File: config.mk
export PLATFORM = sky130hd
export DESIGN_NAME = wishbone_slave_decoder_2
export DESIGN_NICKNAME = d
export VERILOG_FILES = /design/src/rtl/wishbone_slave_decoder_2.sv
export SDC_FILE = /design/constraint.sdc
export NUM_CORES = 1
export LEC_CHECK = 0
export CORE_AREA = 2 2 123 125
export CTS_CLUSTER_DIAMETER = 40
export DETAILED_ROUTE_END_ITERATION = 8
export DIE_AREA = 0 0 125 127
export GPL_ROUTABILITY_DRIVEN = 0
export GPL_TIMING_DRIVEN = 1
export SLEW_MARGIN = 20
export SYNTH_ARGS = -nofsm -noshare
export SYNTH_HDL_FRONTEND = slang
export SYNTH_SLANG_ARGS = --single-unit
File: constraint.sdc
create_clock -name clk -period 2.2 [get_ports clk]
set_clock_uncertainty 0.15 [all_clocks]
set_input_delay 0.33 -clock clk [delete_from_list [all_inputs] [get_ports clk]]
set_output_delay 0.33 -clock clk [all_outputs]
set_load 0.05 [all_outputs]
File: src/rtl/wishbone_slave_decoder_2.sv
// wishbone_slave_decoder_2: routes one Wishbone master to two slaves by upper address byte, with a no-ack watchdog and an error response.
module wishbone_slave_decoder_2 #(
   parameter logic [7:0]  S0_BASE = 8'h00,
   parameter logic [7:0]  S1_BASE = 8'h01,
   parameter logic [15:0] TIMEOUT = 16'd1024
) (
   input  logic        clk,
   input  logic        rst,
   input  logic        m_we_i,
   input  logic        m_cyc_i,
   input  logic        m_stb_i,
   input  logic [3:0]  m_sel_i,
   input  logic [31:0] m_adr_i,
   input  logic [31:0] m_dat_i,
   output logic [31:0] m_dat_o,
   output logic        m_ack_o,
   output logic        m_err_o,
   output logic        m_int_o,
   output logic        s0_we_o,
   output logic        s0_cyc_o,
   output logic        s0_stb_o,
   output logic [3:0]  s0_sel_o,
   output logic [31:0] s0_adr_o,
   output logic [31:0] s0_dat_o,
   input  logic        s0_ack_i,
   input  logic [31:0] s0_dat_i,
   input  logic        s0_int_i,
   output logic        s1_we_o,
   output logic        s1_cyc_o,
   output logic        s1_stb_o,
   output logic [3:0]  s1_sel_o,
   output logic [31:0] s1_adr_o,
   output logic [31:0] s1_dat_o,
   input  logic        s1_ack_i,
   input  logic [31:0] s1_dat_i,
   input  logic        s1_int_i
);
   typedef enum logic [2:0] {IDLE, SEL0, SEL1, ERR, DRAIN} state_t;
   state_t state, nxt;
   logic [15:0] wd;
   logic [7:0] hi;
   logic go0, go1, ack, tmo, hold;
   assign hi = m_adr_i[31:24];
   // a strobe that decodes elsewhere kills routing in the same cycle so the wrong slave never sees it
   always_comb begin
      go0 = state == SEL0 && !(m_stb_i && hi != S0_BASE);
      go1 = state == SEL1 && !(m_stb_i && hi != S1_BASE);
      ack = go0 ? s0_ack_i : go1 ? s1_ack_i : 1'b0;
      tmo = (go0 | go1) & m_stb_i & ~ack & (wd == TIMEOUT - 16'd1);
      nxt = state;
      case (state)
         IDLE:       if (m_cyc_i & m_stb_i) nxt = hi == S0_BASE ? SEL0 : hi == S1_BASE ? SEL1 : ERR;
         SEL0, SEL1: nxt = !m_cyc_i ? IDLE : (!(go0 | go1) || tmo) ? ERR : state;
         ERR:        nxt = m_cyc_i ? DRAIN : IDLE;
         DRAIN:      nxt = m_cyc_i ? DRAIN : IDLE;
         default:    nxt = IDLE;
      endcase
      hold = (go0 | go1) & m_stb_i & ~ack & (nxt == state);
   end
   always_ff @(posedge clk or negedge rst) begin
      if (!rst) begin
         state   <= IDLE;
         wd      <= 16'd0;
         m_err_o <= 1'b0;
      end else begin
         state   <= nxt;
         wd      <= hold ? wd + 16'd1 : 16'd0;
         m_err_o <= nxt == ERR;
      end
   end
   assign s0_we_o  = go0 & m_we_i;
   assign s0_cyc_o = go0 & m_cyc_i;
   assign s0_stb_o = go0 & m_stb_i;
   assign s0_sel_o = go0 ? m_sel_i : 4'h0;
   assign s0_adr_o = go0 ? {8'h00, m_adr_i[23:0]} : 32'h0;
   assign s0_dat_o = go0 ? m_dat_i : 32'h0;
   assign s1_we_o  = go1 & m_we_i;
   assign s1_cyc_o = go1 & m_cyc_i;
   assign s1_stb_o = go1 & m_stb_i;
   assign s1_sel_o = go1 ? m_sel_i : 4'h0;
   assign s1_adr_o = go1 ? {8'h00, m_adr_i[23:0]} : 32'h0;
   assign s1_dat_o = go1 ? m_dat_i : 32'h0;
   assign m_ack_o  = ack;
   assign m_dat_o  = go0 ? s0_dat_i : go1 ? s1_dat_i : 32'h0;
   assign m_int_o  = s0_int_i | s1_int_i;
endmodule

==> results of run 1 <==
[what timing repair did]
item | in CTS | in global routing
buffers inserted | 17 | 11
cloned | 11 | 6
setup endpoints to repair | 178 | 178
pin swaps | 41 | 29
resized for setup | 105 | 17
[routing by layer]
| metal | track usage | share of wire |
|---|---|---|
| met4 | 0.0392 | 0.022 |
| met5 | 0 | 0 |
| met3 | 0.0306 | 0.053 |
| met1 | 0.257 | 0.38 |
| met2 | 0.402 | 0.55 |
[path summary, 6_finish.rpt]
path	from	endpoint	slack, ns
setup reg to reg	state[0]	wd[7]	-0.06
max in group asynchronous	rst	wd[7]	1.41
hold reg to reg	wd[0]	wd[0]	0.42
min in group clk	m_adr_i[24]	state[0]	0.28
setup / recovery	m_adr_i[29]	s0_dat_o[29]	-0.33
hold / removal	rst	wd[9]	0.28
[worst max-delay path, delay by kind of cell]
kind / cells / cell delay (ns)
compound gates: 1 / 0.10
buf+inv: 5 / 0.63
simple gates: 3 / 0.97
[state kept, by name (all words and copies together) (netlist names)]
signal / cells
state: 3
m_err_o: 1
wd: 16
[cell usage in the layout (no fill, tap or decap), types with 5 or more instances in the layout]
master           instances
buf_2                    5
a2111oi_4                6
dfrtp_1                 20
buf_12                 180
and2_4                 122
xor2_1                  12
clkdlybuf4s50_1        132
nor3_2                   6
nor2_1                   5
buf_4                   20
nand3_1                  8
buf_16                   8
buf_6                   13
conb_1                  16
a22o_4                  29
nand2_1                  6
clkbuf_16                6
[where the power goes]
group / total (mW) / leakage (nW) / internal [mW] / switching (mW)
registers: 0.431 / 0.276 / 0.397 / 0.0347
clock network: 0.421 / 0.0442 / 0.278 / 0.143
logic: 6.16 / 3.44 / 3.16 / 3.00
[layout make-up]
class                           count  area [um^2]
Multi-Input combinational cell    259         2550
Inverter                            1         3.75
Fill cell                        1081         5430
Timing Repair Buffer              367         5620
Tap cell                          184          230
Clock buffer                        4         88.8
Sequential cell                    20          500
[through the flow]
| stage | cells | hold WS (ns) | cell area (um^2) | util |
|---|---|---|---|---|
| 2_1_floorplan | 320 | -0.116 | 3170 | - |
| 3_3_place_gp | 791 | 0.385 | 7940 | 0.550 |
| 3_5_place_dp | 791 | 0.392 | 7940 | 0.550 |
| 4_1_cts | 823 | 0.276 | 8770 | 0.608 |
| 5_1_grt | 835 | 0.293 | 8990 | 0.624 |
| 6_report | 835 | 0.276 | 8990 | 0.624 |
[cells by family after synthesis]
logic type,Yosys count
and+or+nand+nor,176
AOI/OAI and AO/OA,50
buffers and inverters,42
DFF,20
xor gates and xnor gates,15
adders and majority gates,1
other,1
==> run metrics, run 1 <==
status=complete, but fails checks; failing checks=negative setup slack; Critical Path RT=1.72 ns; Max VDD drop=0.000746 V; Sink Count=20; Max clock buf depth=2; fin crit share=1.15; PwrDens=780 nW/um^2; number of max-cap violations=0; top-area cell type share of the netlist area=0.329; Syn Area/Cell=7.98 um^2; layout cells sized above 1=0.654; width of the die=125 um; Clk Latency, worst-skew pair=0.26 ns; initial core utilization=0.169; initial antenna violation count=0; Synth cell types=38; Via Count=3683; remaining antenna violation count=0; Synth Warn #=0; critical path class=input port to primary output; Fin. Hold Viols=0; global-route wire length before repair=25700 um; R2R depth=9; DR WL/cell=21.9 um; Vias/cell=4.41; slowest stage delay, CP=0.53 ns; list of most frequent post-synthesis cells=128 x and2_1, 32 x a22o_1, 20 x dfrtp_1; mux cell area share after synthesis=0; DRC Markers=0; detailed placement HPWL=13300 um; # H-tree levels=1; total I/O pin count=318; Die ar.=15900 um^2; fraction of registers with async set/reset=1.00; Min Clock Period, post-route=2.53 ns; chip height=127 um; flops & latches, synth=20; DRT Wirelength=18300 um; Place WS=-0.667 ns; Worst-Margin Slew=0.684 ns; Synth Area in Compound Gates=0.192; # port buffers=301; diode count=0; Tot Pwr=7.01 mW; crit path max fanout=5; most instantiated library cell after synthesis=and2_1; Max-slew headroom=0.541; Synth area leaders=and2_1 33%, dfrtp_1 21%, a22o_1 12%; Crit. End Element=primary output; Leakage=3.76 nW; final worst setup slack=-0.332 ns; number of nets in the layout=794; CTS root buf=clkbuf_16; drt first-iter violations=108; startpoint type of the worst setup path=input port; RSZ-0062 raised after global routing=true; Mapped Area=2430 um^2; Max Slew Vio Count=0; vias in the first global route=3752; Core Area=14400 um^2; slowest cell on the critical path=or4_4; HP Class=input port to async pin; Post-synth EDFFs=0; Syn Inst Count=305; Num CTS Buffers=3; Pre-Repair DR Iteration Count=4; largest family of logic cells by synthesized area=simple AND/OR/NAND/NOR gates; pin count of the biggest net entering global routing=36; Clock transition at path regs=0.06 ns; adder-cell share of the synthesized area=0.00514; achievable frequency=395 MHz; CTS tree=yes; Congestion Overflow GR=0; Layout area overhead=270%; Final setup viols=176; cell chain of the critical path=buf_6, or4_4, buf_6, o21ai_2, and3_4, buf_12, clkbuf_16, and2_4, buf_12; Synth Area in Simple Gates=0.441; CTS Hold Bufs=0; Critical Path AT=2.05 ns; xor/xnor share of the synthesized area=0.0540; Yosys top cell by area=and2_1; setup TNS=-44.45 ns; gr usage total=0.212; ys flop type=dfrtp_1; register area share after synthesis=0.206; row cnt=44
Note: power is estimated with default switching activity, not from simulation.
==> inputs of run 2 (changes only) <==
Settings changed: CORE_AREA 2 2 123 125 to 2 2 122 124, CTS_BUF_LIST set to sky130_fd_sc_hd__clkbuf_4 sky130_fd_sc_hd__clkbuf_8, DIE_AREA 0 0 125 127 to 0 0 124 126.
Clock period 2.2 ns to 2.8 ns, I/O delays scaled along.
==> run metrics, run 2 (synthesis gave the netlist of run 1 again) <==
Num CTS Buffers=3 (unchanged); critical path class=input port to primary output (unchanged); width of the die=124 um (was 125 um); global-route wire length before repair=21500 um (was 25700 um); crit path max fanout=12 (was 5); Critical Path RT=2.23 ns (was 1.72 ns); fin crit share=0.984; CTS tree=yes (unchanged); Clock transition at path regs=0.08 ns (was 0.06 ns); R2R depth=6 (was 9); startpoint type of the worst setup path=input port (unchanged); Clk Latency, worst-skew pair=0.26 ns (about the same); Max-slew headroom=0.632 (was 0.541); CTS Hold Bufs=0 (unchanged); # port buffers=301 (unchanged); Crit. End Element=primary output (unchanged); Worst-Margin Slew=0.550 ns (was 0.684 ns); reg2reg setup slack=0.49 ns (was -0.06 ns); total I/O pin count=318 (unchanged); Layout area overhead=216% (was 270%); achievable frequency=363 MHz; initial antenna violation count=0 (unchanged); Critical Path AT=2.19 ns (was 2.05 ns); PwrDens=594 nW/um^2 (was 780 nW/um^2); most common cell after layout, fill and taps aside=buf_12 (unchanged); Largest Register=wd (unchanged); setup TNS=0 ns (was -44.45 ns); diode count=0 (unchanged); biggest regs=wd (16), state (3), m_err_o (1) (unchanged); Die ar.=15600 um^2 (was 15900 um^2); Max VDD drop=0.000292 V (was 0.000746 V); vias in the first global route=3354 (was 3752); HP Class=input port to async pin (unchanged); number of nets in the layout=756 (was 794); # H-tree levels=1 (unchanged); Crit Reg-Reg Endpoint=m_err_o (was wd[7]); Core Area=14300 um^2 (was 14400 um^2); CTS root buf=clkbuf_8 (was clkbuf_16); DR WL/cell=20.5 um (was 21.9 um); Max clock buf depth=2 (unchanged); number of max-cap violations=0 (unchanged); remaining antenna violation count=0 (unchanged); worst flop-to-flop path startpoint=wd[0] (was state[0]); Leakage=3.15 nW (was 3.76 nW); Pre-Repair DR Iteration Count=4 (unchanged); Tot Pwr=4.57 mW (was 7.01 mW); cell area after placement=7230 um^2 (was 7940 um^2); RSZ-0062 raised after global routing=true (unchanged); drt first-iter violations=131 (was 108); row cnt=44 (unchanged); Fin. Hold Viols=0 (unchanged); Sink Count=20 (unchanged); most frequent cells in the layout=164 x buf_12, 134 x clkdlybuf4s50_1, 119 x and2_1 (was 180 x buf_12, 132 x clkdlybuf4s50_1, 122 x and2_4); final hold slack=0.343 ns (was 0.276 ns); status=complete, no violations (was complete, but fails checks); DRC Markers=0 (unchanged); Vias/cell=4.34 (was 4.41); Via Count=3458 (was 3683); Congestion Overflow GR=0 (unchanged); Max Slew Vio Count=0 (unchanged); Final Cell Area=7700 um^2 (was 8990 um^2); detailed placement HPWL=12400 um (was 13300 um); gr usage total=0.182 (was 0.212); Final setup viols=0 (was 176); initial core utilization=0.170 (was 0.169); chip height=126 um (was 127 um); pin count of the biggest net entering global routing=52 (was 36); layout cells sized above 1=0.369 (was 0.654); Min Clock Period, post-route=2.76 ns; DRT Wirelength=16300 um (was 18300 um); Largest register FFs=16 (unchanged)
==> run 2: changes by cell type in the layout (fill, tap and decap cells not counted), moves of 5 or more <==
cell,delta
a2111oi_4,-5
a2111oi_1,+6
buf_6,-7
a22o_4,-23
buf_12,-16
buf_2,-5
nor3_2,-6
and2_4,-113
clkbuf_2,+5
and2_1,+117
nor3_1,+9
a22o_1,+26
buf_4,-13
==> run 2: how the worst max path moves through the flow <==
stage                 from      endpoint  slack [ns]  cells past startpoint
6_report       m_adr_i[29]   m_dat_o[21]        0.04                      8
5_1_grt        m_adr_i[24]   m_dat_o[21]       -0.02                      8
4_1_cts        m_adr_i[30]   m_dat_o[21]       -0.01                      7
3_5_place_dp   m_adr_i[24]   m_dat_o[27]       -0.26                      7
3_3_place_gp   m_adr_i[24]   m_dat_o[25]       -0.22                      7
2_1_floorplan  m_adr_i[29]  s1_dat_o[11]        0.03                      7
==> run 2: timing repair <==
item	4_1_cts	5_1_grt
buffers inserted	3	1
setup endpoints to repair	159	142
endpoints found under the hold margin	0	0
cloned	4	9
resized for setup	32	19
pin swaps	8	2
==> run 2: report_power, final <==
group | switching (mW) | internal (mW)
Sequential | 0.0293 | 0.311
Combinational | 2.10 | 1.91
Clock | 0.0991 | 0.125
Total | 2.23 | 2.34
==> run 2: stage by stage <==
step	instances	utilization	setup slack, ns
after global routing	797	0.538	-0.0242
after CTS	787	0.525	-0.0126
after global placement	776	0.505	-0.219
after floorplan	320	-	0.0261
final	797	0.538	0.0437
after detailed placement	776	0.505	-0.260
==> run 2: layout make-up <==
cell class / instances / area [um^2]
fill: 1216 / 6620
timing repair buffer: 329 / 5050
multi-input combinational: 259 / 1860
sequential: 20 / 500
tap: 184 / 230
clock buffer: 4 / 55.1
inverter: 1 / 3.75
==> run 2: metal layers <==
layer,part of all wire,GRT usage,vias to the layer above
met1,0.39,0.220,1648
met5,0,0,-
met3,0.073,0.0349,18
li1,-,-,1639
met4,0.017,0.0370,0
met2,0.52,0.330,153
==> run 2: worst max-delay path, cell delays in order <==
cell and delay, ns:
dlygate4sd2_1 0.23, or4_4 0.46, o21ai_2 0.14, and3_4 0.28, buf_6 0.15, buf_12 0.14, a22o_1 0.20, buf_12 0.15
==> inputs of run 3 (changes only) <==
Settings changed: CORE_AREA 2 2 122 124 to 2 2 124 126, DIE_AREA 0 0 124 126 to 0 0 126 128, DONT_BUFFER_PORTS set to 1.
==> run metrics, run 3 (synthesis gave the netlist of run 1 again) <==
drt first-iter violations=82 (was 131); Crit. End Element=primary output (unchanged); HP Class=input port to flip-flop (was input port to async pin); Max Slew Vio Count=0 (unchanged); Final setup viols=0 (unchanged); Worst-Margin Slew=0.897 ns (was 0.550 ns); total I/O pin count=318 (unchanged); Clock transition at path regs=0.07 ns (was 0.08 ns); Fin. Hold Viols=0 (unchanged); Sink Count=20 (unchanged); DRT Wirelength=12600 um (was 16300 um); gr usage total=0.141 (was 0.182); global-route wire length before repair=17500 um (was 21500 um); status=complete, no violations (unchanged); Leakage=2.35 nW (was 3.15 nW); # port buffers=0 (was 301); pin count of the biggest net entering global routing=59 (was 52); startpoint type of the worst setup path=input port (unchanged); remaining antenna violation count=0 (unchanged); Core Area=14900 um^2 (was 14300 um^2); most frequent cells in the layout=162 x buf_12, 128 x and2_1, 32 x a22o_1 (was 164 x buf_12, 134 x clkdlybuf4s50_1, 119 x and2_1); Setup crit start=m_adr_i[29] (unchanged); Pre-Repair DR Iteration Count=4 (unchanged); fin crit share=0.936 (was 0.984); Critical Path RT=2.23 ns (about the same); Layout area overhead=139% (was 216%); crit path max fanout=58 (was 12); Max VDD drop=0.000484 V (was 0.000292 V); Reg area=500 um^2 (unchanged); area of the multi-input gates=1750 um^2 (was 1860 um^2); PwrDens=686 nW/um^2 (was 594 nW/um^2); CTS tree=yes (unchanged); setup TNS=0 ns (unchanged); Num CTS Buffers=3 (unchanged); Critical Path AT=2.05 ns (was 2.19 ns); Max-slew headroom=0.400 (was 0.632); most frequent cell on the critical path=buf_12 (unchanged); # H-tree levels=1 (unchanged); row cnt=45 (was 44); slowest stage delay, CP=0.54 ns (was 0.46 ns); cell chain of the critical path=or4_4, o21ai_1, and3_2, buf_12, a22o_1, buf_12 (was dlygate4sd2_1, or4_4, o21ai_2, and3_4, buf_6, buf_12, a22o_1, buf_12); RSZ-0062 raised after global routing=false (was true); worst flop-to-flop path startpoint=wd[0] (unchanged); number of max-cap violations=0 (unchanged); vias in the first global route=2663 (was 3354); number of nets in the layout=590 (was 756); Vias/cell=4.43 (was 4.34); DR WL/cell=19.9 um (was 20.5 um); CTS root buf=clkbuf_8 (unchanged); slowest cell on the critical path=or4_4 (unchanged); critical path class=input port to primary output (unchanged); Largest register FFs=16 (unchanged); Layout fillers=1410 (was 1216); HP Start=m_cyc_i; Min Clock Period, post-route=2.62 ns (was 2.76 ns); biggest regs=wd (16), state (3), m_err_o (1) (unchanged); post-layout util=0.391 (was 0.538); chip height=128 um (was 126 um); Via Count=2812 (was 3458); Largest Register=wd (unchanged); width of the die=126 um (was 124 um); achievable frequency=381 MHz (was 363 MHz); Die ar.=16100 um^2 (was 15600 um^2); detailed placement HPWL=11200 um (was 12400 um); Clk Latency, worst-skew pair=0.26 ns (about the same); initial core utilization=0.164 (was 0.170); DRC Markers=0 (unchanged); Congestion Overflow GR=0 (unchanged); Max clock buf depth=2 (unchanged); initial antenna violation count=4 (was 0); most common cell after layout, fill and taps aside=buf_12 (unchanged); diode count=0 (unchanged); layout cells sized above 1=0.396 (was 0.369)
run 3: cell types whose count changed in the layout (fill, tap and decap cells not counted), moves of 4 or more:
| cell | change |
|---|---|
| and2_1 | +9 |
| buf_16 | -4 |
| clkbuf_16 | -5 |
| a22o_4 | -6 |
| clkdlybuf4s50_1 | -134 |
| a22o_1 | +6 |
| buf_4 | -6 |
| and2_4 | -9 |
| clkbuf_2 | -5 |
| buf_6 | -6 |
run 3: worst paths after layout:
kind / to / slack (ns) / cells past startpoint
worst max-delay path: m_dat_o[21] / 0.18 / 6
worst min-delay path: state[2] / 0.15 / 1
worst max register to register: wd[3] / 0.40 / 6
worst min register to register: wd[0] / 0.36 / 1
max in group asynchronous: m_err_o / 1.37 / 1
min in group asynchronous: wd[12] / 0.58 / 1
run 3: worst max-delay path, delay by kind of cell:
kind                   cells  cell delay [ns]
AO/OA/AOI/OAI              2             0.41
AND/OR/NAND/NOR            2             0.79
buffers and inverters      2             0.39
run 3: area by class of cell:
cell class / count / area share
inverter: 1 / 0.000645
sequential: 20 / 0.0860
timing repair buffer: 164 / 0.560
multi-input combinational: 258 / 0.300
clock inverter: 1 / 0.00516
clock buffer: 3 / 0.00710
tap: 188 / 0.0404
run 3: repair_timing:
action,CTS,global route
endpoints found under the setup margin,0,0
endpoints found under the hold margin,20,0
setup buffers,0,0
hold buffers,1,0
gates resized for setup,0,0
run 3: layer usage:
layer | vias to the layer above | global-route usage | share of wire
met3 | 14 | 0.0409 | 0.094
met5 | - | 0 | 0.0021
met2 | 173 | 0.240 | 0.49
li1 | 1297 | - | -
met4 | 4 | 0.0304 | 0.016
met1 | 1324 | 0.177 | 0.40
run 3: report_power, final:
part / switching, mW / leakage, nW / internal (mW)
combinational: 1.87 / 2.04 / 1.47
clock: 0.0964 / 0.0357 / 0.191
sequential: 0.0484 / 0.276 / 0.311
total: 2.02 / 2.35 / 1.97
run 3: stage by stage:
| stage | area [um^2] | instances | setup WS, ns | total power [mW] | hold WS, ns |
|---|---|---|---|---|---|
| final | 5820 | 635 | 0.178 | 3.99 | 0.151 |
| after global routing | 5820 | 635 | 0.101 | 4.10 | 0.149 |
| after CTS | 5820 | 635 | 0.168 | 4.02 | 0.147 |
| after detailed placement | 5740 | 630 | 0.170 | 3.72 | -0.0249 |
| after global placement | 5740 | 630 | 0.179 | 3.69 | -0.0248 |
| after floorplan | 2490 | 320 | 0.0261 | 2.12 | -0.0256 |
==> RTL change 1 (config.mk and constraints of run 3) <==
Change the parameter `S1_BASE` from 8'h01 to 8'h00.
--- a/src/rtl/wishbone_slave_decoder_2.sv
+++ b/src/rtl/wishbone_slave_decoder_2.sv
@@ -1,7 +1,7 @@
 // wishbone_slave_decoder_2: routes one Wishbone master to two slaves by upper address byte, with a no-ack watchdog and an error response.
 module wishbone_slave_decoder_2 #(
    parameter logic [7:0]  S0_BASE = 8'h00,
-   parameter logic [7:0]  S1_BASE = 8'h01,
+   parameter logic [7:0]  S1_BASE = 8'h00,
    parameter logic [15:0] TIMEOUT = 16'd1024
 ) (
    input  logic        clk,
Check against the original RTL: not settled (the Yosys comparison gave no result); the edit may change what the design does.
==> RTL change 1 against run 3 <==
- routed wire length grew 5.8%
- die area unchanged
- via count rose by 6.3%
- setup slack got worse by 27 ps
- count of clock-buffer cells in the layout is the same
- sequential cell count stayed put
- global-route usage rose by 0.85 points
- area after synthesis is 8.7% higher
- synthesized cell count increased by 7.2%
- cell area is 9.1% lower
- hold slack got worse by 19 ps
- highest routed layer is now met4
Power is not compared: it rests on default switching activity, and its combinational part moved more than twofold at a synthesized area within 25%.
==> RTL change 1: results (changes against run 3) <==
DRT-INITIAL-DRC-COUNT=195  # was 82
CRIT_SLOWEST_CELL='sky130_fd_sc_hd__dfrtp_2'  # was sky130_fd_sc_hd__or4_4
WL_MET2_UM=7120  # was 6130 um
GRT_PASS1_VIAS=2877  # was 2663
WL_MET3_UM=1030  # was 1190 um
ROUTE.DETAILED.WL_PER_INST_UM=20.5  # was 19.9 um
TOP_SIGNAL_LAYER_USED='met4'  # was met5
FINAL_NET_COUNT=608  # was 590
WORSTREG2REGEND='wd[15]$_DFF_PN0_'  # was wd[3]$_DFF_PN0_
GLOBAL_ROUTE.USAGE.MET1_PCT=18.1  # was 17.7%
DETAILROUTE.VIA_COUNT=2989  # was 2812
POST_SYNTH_MAIN_AREA_CONTRIBUTORS='sky130_fd_sc_hd__and2_1 31%, sky130_fd_sc_hd__dfrtp_1 19%, sky130_fd_sc_hd__a22o_1 11%'  # was sky130_fd_sc_hd__and2_1 33%, sky130_fd_sc_hd__dfrtp_1 21%, sky130_fd_sc_hd__a22o_1 12%
NUMBER_OF_CELL_INSTANCES_ON_THE_WORST_REGISTER_TO_REGISTER_PATH=5  # was 6
USE_MET2_PCT=26.2  # was 24.0%
FIRSTDRTPASSITERS=5  # was 4
N_FILL_CELL=1482  # was 1410
DRIVE_GT1_SHARE_PCT=41.1  # was 39.6%
GRT_UTIL_MET3_PCT=4.22  # was 4.09%
POSTCTSHOLDBUFS=1  # unchanged
CP_MAX_FO=47  # was 58
RESULT_OF_THE_RUN='completed'  # unchanged
SLEW_HEADROOM_PCT=38.5  # was 40.0%
GRT_ANTENNA_BEFORE_REPAIR=0  # was 4
M1WIRELENGTH_UM=4950  # was 5070 um
WORST_EP_ARRIVAL_TIME_PS=2080  # was 2050 ps
GLOBAL_ROUTE.USAGE.TOTAL_PCT=14.9  # was 14.1%
WORST_PATH_LARGEST_CELL_DELAY_PS=470  # was 540 ps
YS_TOP_CELLS_BY_COUNT='129 x sky130_fd_sc_hd__and2_1, 32 x sky130_fd_sc_hd__a22o_1, 20 x sky130_fd_sc_hd__dfrtp_1'  # was 128 x sky130_fd_sc_hd__and2_1, 32 x sky130_fd_sc_hd__a22o_1, 20 x sky130_fd_sc_hd__dfrtp_1
LARGEST_NET_DEGREE_AT_THE_START_OF_GLOBAL_ROUTING=96  # was 59
RTL change 1: cell types whose count changed after synthesis, sizes merged, moves of 6 or more:
cell     delta
a2111oi     -6
nand2       +6
a211oi     +16
nor3        -7
RTL change 1: area by class of cell:
type                       count  area [um^2]  share of cell area [%]
clock buffer                   3         41.3                   0.780
clock inverter                 1         30.0                   0.568
inverter                       2         7.51                   0.142
multi-input combinational    273         1930                    36.5
sequential                    20          502                    9.48
tap                          188          235                    4.45
timing repair buffer         166         2550                    48.1
RTL change 1: kinds of logic (layout without fill, tap and decap cells):
logic type,Yosys count,in the layout,share of synthesized area (%)
DFF,20,20,18.9
and+or+nand+nor,180,180,43.7
other,1,16,0.142
xor gates and xnor gates,13,13,4.30
adders and majority gates,1,1,0.473
buffers and inverters,49,172,10.3
AOI/OAI and AO/OA,63,63,22.2
RTL change 1: metrics by stage:
step                      worst slack [ps]  hold WS (ps)  total power [mW]  std cells  area, um^2
after global placement                 199         -24.2              1.60        646        5180
after floorplan                        218         -25.6              1.09        342        2700
final                                  151           132              1.92        653        5290
after detailed placement               161         -24.1              1.62        646        5180
after CTS                             93.0           134              1.92        651        5270
after global routing                  12.1           133              1.98        653        5290
RTL change 1: worst max-delay path: cells and delay by family, from the launching register on:
family	cells	cell delay, ps
flops	1	470
buf+inv	4	770
simple gates	3	560
RTL change 1: worst max-delay path by stage:
stage	cells past startpoint	to	startpoint	slack, ps
finish	7	s1_adr_o[20]	state[0]$_DFF_PN0_	150
global route	6	s1_adr_o[20]	state[1]$_DFF_PN0_	10
CTS	6	m_dat_o[13]	state[0]$_DFF_PN0_	90
detailed placement	6	m_dat_o[13]	m_adr_i[29]	160
global placement	6	m_dat_o[13]	m_adr_i[29]	200
floorplan	3	m_ack_o	m_adr_i[29]	220
==> RTL change 2 (config.mk and constraints of run 3) <==
Made on the original files. Remove the register `m_err_o`: a continuous assignment takes its place, so the output `m_err_o` follows one clock earlier.
--- a/src/rtl/wishbone_slave_decoder_2.sv
+++ b/src/rtl/wishbone_slave_decoder_2.sv
@@ -61,13 +61,13 @@
       if (!rst) begin
          state   <= IDLE;
          wd      <= 16'd0;
-         m_err_o <= 1'b0;
       end else begin
          state   <= nxt;
          wd      <= hold ? wd + 16'd1 : 16'd0;
-         m_err_o <= nxt == ERR;
       end
    end
+
+   assign m_err_o = nxt == ERR;
    assign s0_we_o  = go0 & m_we_i;
    assign s0_cyc_o = go0 & m_cyc_i;
    assign s0_stb_o = go0 & m_stb_i;
Behaviour: not the same (a bounded check fails within 4 cycles, from zero or initial values and one cycle with rst low).
==> RTL change 2 against run 3 <==
- cell area about the same
- total power shrank 1.2%
- non-clock buffer count increased by 4
- utilization is essentially flat
- highest routed layer is now met4
- sequential cell count decreased by 1
- area after synthesis is 1.0% lower
- global-route usage down 0.16 points
- sequential share of layout area down 0.44 points
- critical path type is now reg -> out
- critical endpoint is now m_err_o
- setup slack lost 99 ps
- routed wire length decreased by 2.4%
==> RTL change 2: results (changes against run 3) <==
POST_SYNTH_MAIN_AREA_CONTRIBUTORS='sky130_fd_sc_hd__and2_1 33%, sky130_fd_sc_hd__dfrtp_1 20%, sky130_fd_sc_hd__a22o_1 12%'  # was sky130_fd_sc_hd__and2_1 33%, sky130_fd_sc_hd__dfrtp_1 21%, sky130_fd_sc_hd__a22o_1 12%
DRIVE_GT1_SHARE_PCT=40.2  # was 39.6%
FRACTION_OF_THE_YOSYS_AREA_TAKEN_BY_SEQUENTIAL_CELLS_PCT=19.7  # was 20.6%
WORSTREG2REGEND='wd[1]$_DFF_PN0_'  # was wd[3]$_DFF_PN0_
FINAL.MIN_CLOCK_PERIOD_PS=2720  # was 2620 ps
SLEW_AT_THE_PIN_CLOSEST_TO_ITS_MAX_SLEW_LIMIT_PS=841  # was 897 ps
POST-PLACE-CELLS=633  # was 630
POWER_CLOCK_mW=0.186  # was 0.287 mW
SYN-INSTANCE-COUNT=304  # was 305
GRT_PASS1_VIAS=2655  # was 2663
GLOBAL_ROUTE.USAGE.TOTAL_PCT=13.9  # was 14.1%
AVGVIACOUNTPERCELL=4.39  # was 4.43
DRT-INITIAL-DRC-COUNT=81  # was 82
CRIT_PATH_TO='m_err_o'  # was m_dat_o[21]
GRT_ANTENNA_BEFORE_REPAIR=0  # was 4
LARGEST_NET_DEGREE_AT_THE_START_OF_GLOBAL_ROUTING=53  # was 59
WORST_EP_ARRIVAL_TIME_PS=2150  # was 2050 ps
CLOCK_CELL_AREA_SHARE_PCT=0.795  # was 1.23%
RESULT_OF_THE_RUN='completed'  # unchanged
YS_TOP_CELLS_BY_COUNT='128 x sky130_fd_sc_hd__and2_1, 32 x sky130_fd_sc_hd__a22o_1, 19 x sky130_fd_sc_hd__dfrtp_1'  # was 128 x sky130_fd_sc_hd__and2_1, 32 x sky130_fd_sc_hd__a22o_1, 20 x sky130_fd_sc_hd__dfrtp_1
POWER_FRAC_SEQ_PCT=8.0  # was 9.0%
DETAILED_PLACE_HPWL_UM=11000  # was 11200 um
LAYOUT.SEQUENTIAL_CELLS=19  # was 20
PRE_CTS_SETUP_SLACK_PS=102  # was 170 ps
LEAKAGEPOWER_nW=2.36  # was 2.35 nW
SETUP.REG_TO_REG.WORST_SLACK_PS=620  # was 400 ps
SEQ_AREA_SHARE_PCT=8.16  # was 8.60%
CRITPATHLAUNCH='wd[0]$_DFF_PN0_'  # was m_adr_i[29]
N_ALL_BUFFERS=168  # was 164
P_PER_AREA_nW_PER_UM2=678  # was 686 nW/um^2
BUFFER_AREA_SHARE_PCT=56.9  # was 56.0%
DETAIL_ROUTE.WIRELENGTH_UM=12300  # was 12600 um
FINAL_NET_COUNT=593  # was 590
WORST_PATH_LARGEST_CELL_DELAY_PS=410  # was 540 ps
CP_MAX_FO=4  # was 58
[RTL change 2: cell count changes in the layout (fill, tap and decap cells not counted)]
cell	delta
sky130_fd_sc_hd__buf_12	+2
sky130_fd_sc_hd__bufinv_16	-1
sky130_fd_sc_hd__dfrtp_1	-1
sky130_fd_sc_hd__buf_4	+2
sky130_fd_sc_hd__clkinv_2	+1
[RTL change 2: logic make-up after synthesis]
kind of cell,Yosys count,synth area share (%)
flip-flops,19,19.7
AO/OA/AOI/OAI,50,19.4
other,1,0.156
buffers and inverters,42,10.1
adder cells (fa/ha/maj),1,0.519
XOR/XNOR,15,5.45
AND/OR/NAND/NOR,176,44.6
[RTL change 2: routing by layer]
layer | wire, um | part of all wire [%] | vias up | GRT usage, %
met2 | 6430 | 52 | 157 | 25.3
met4 | 40 | 0.32 | 0 | 1.42
met1 | 4780 | 39 | 1338 | 17.3
li1 | - | - | 1301 | -
met3 | 1080 | 8.7 | 5 | 3.26
met5 | 0 | 0 | - | 0
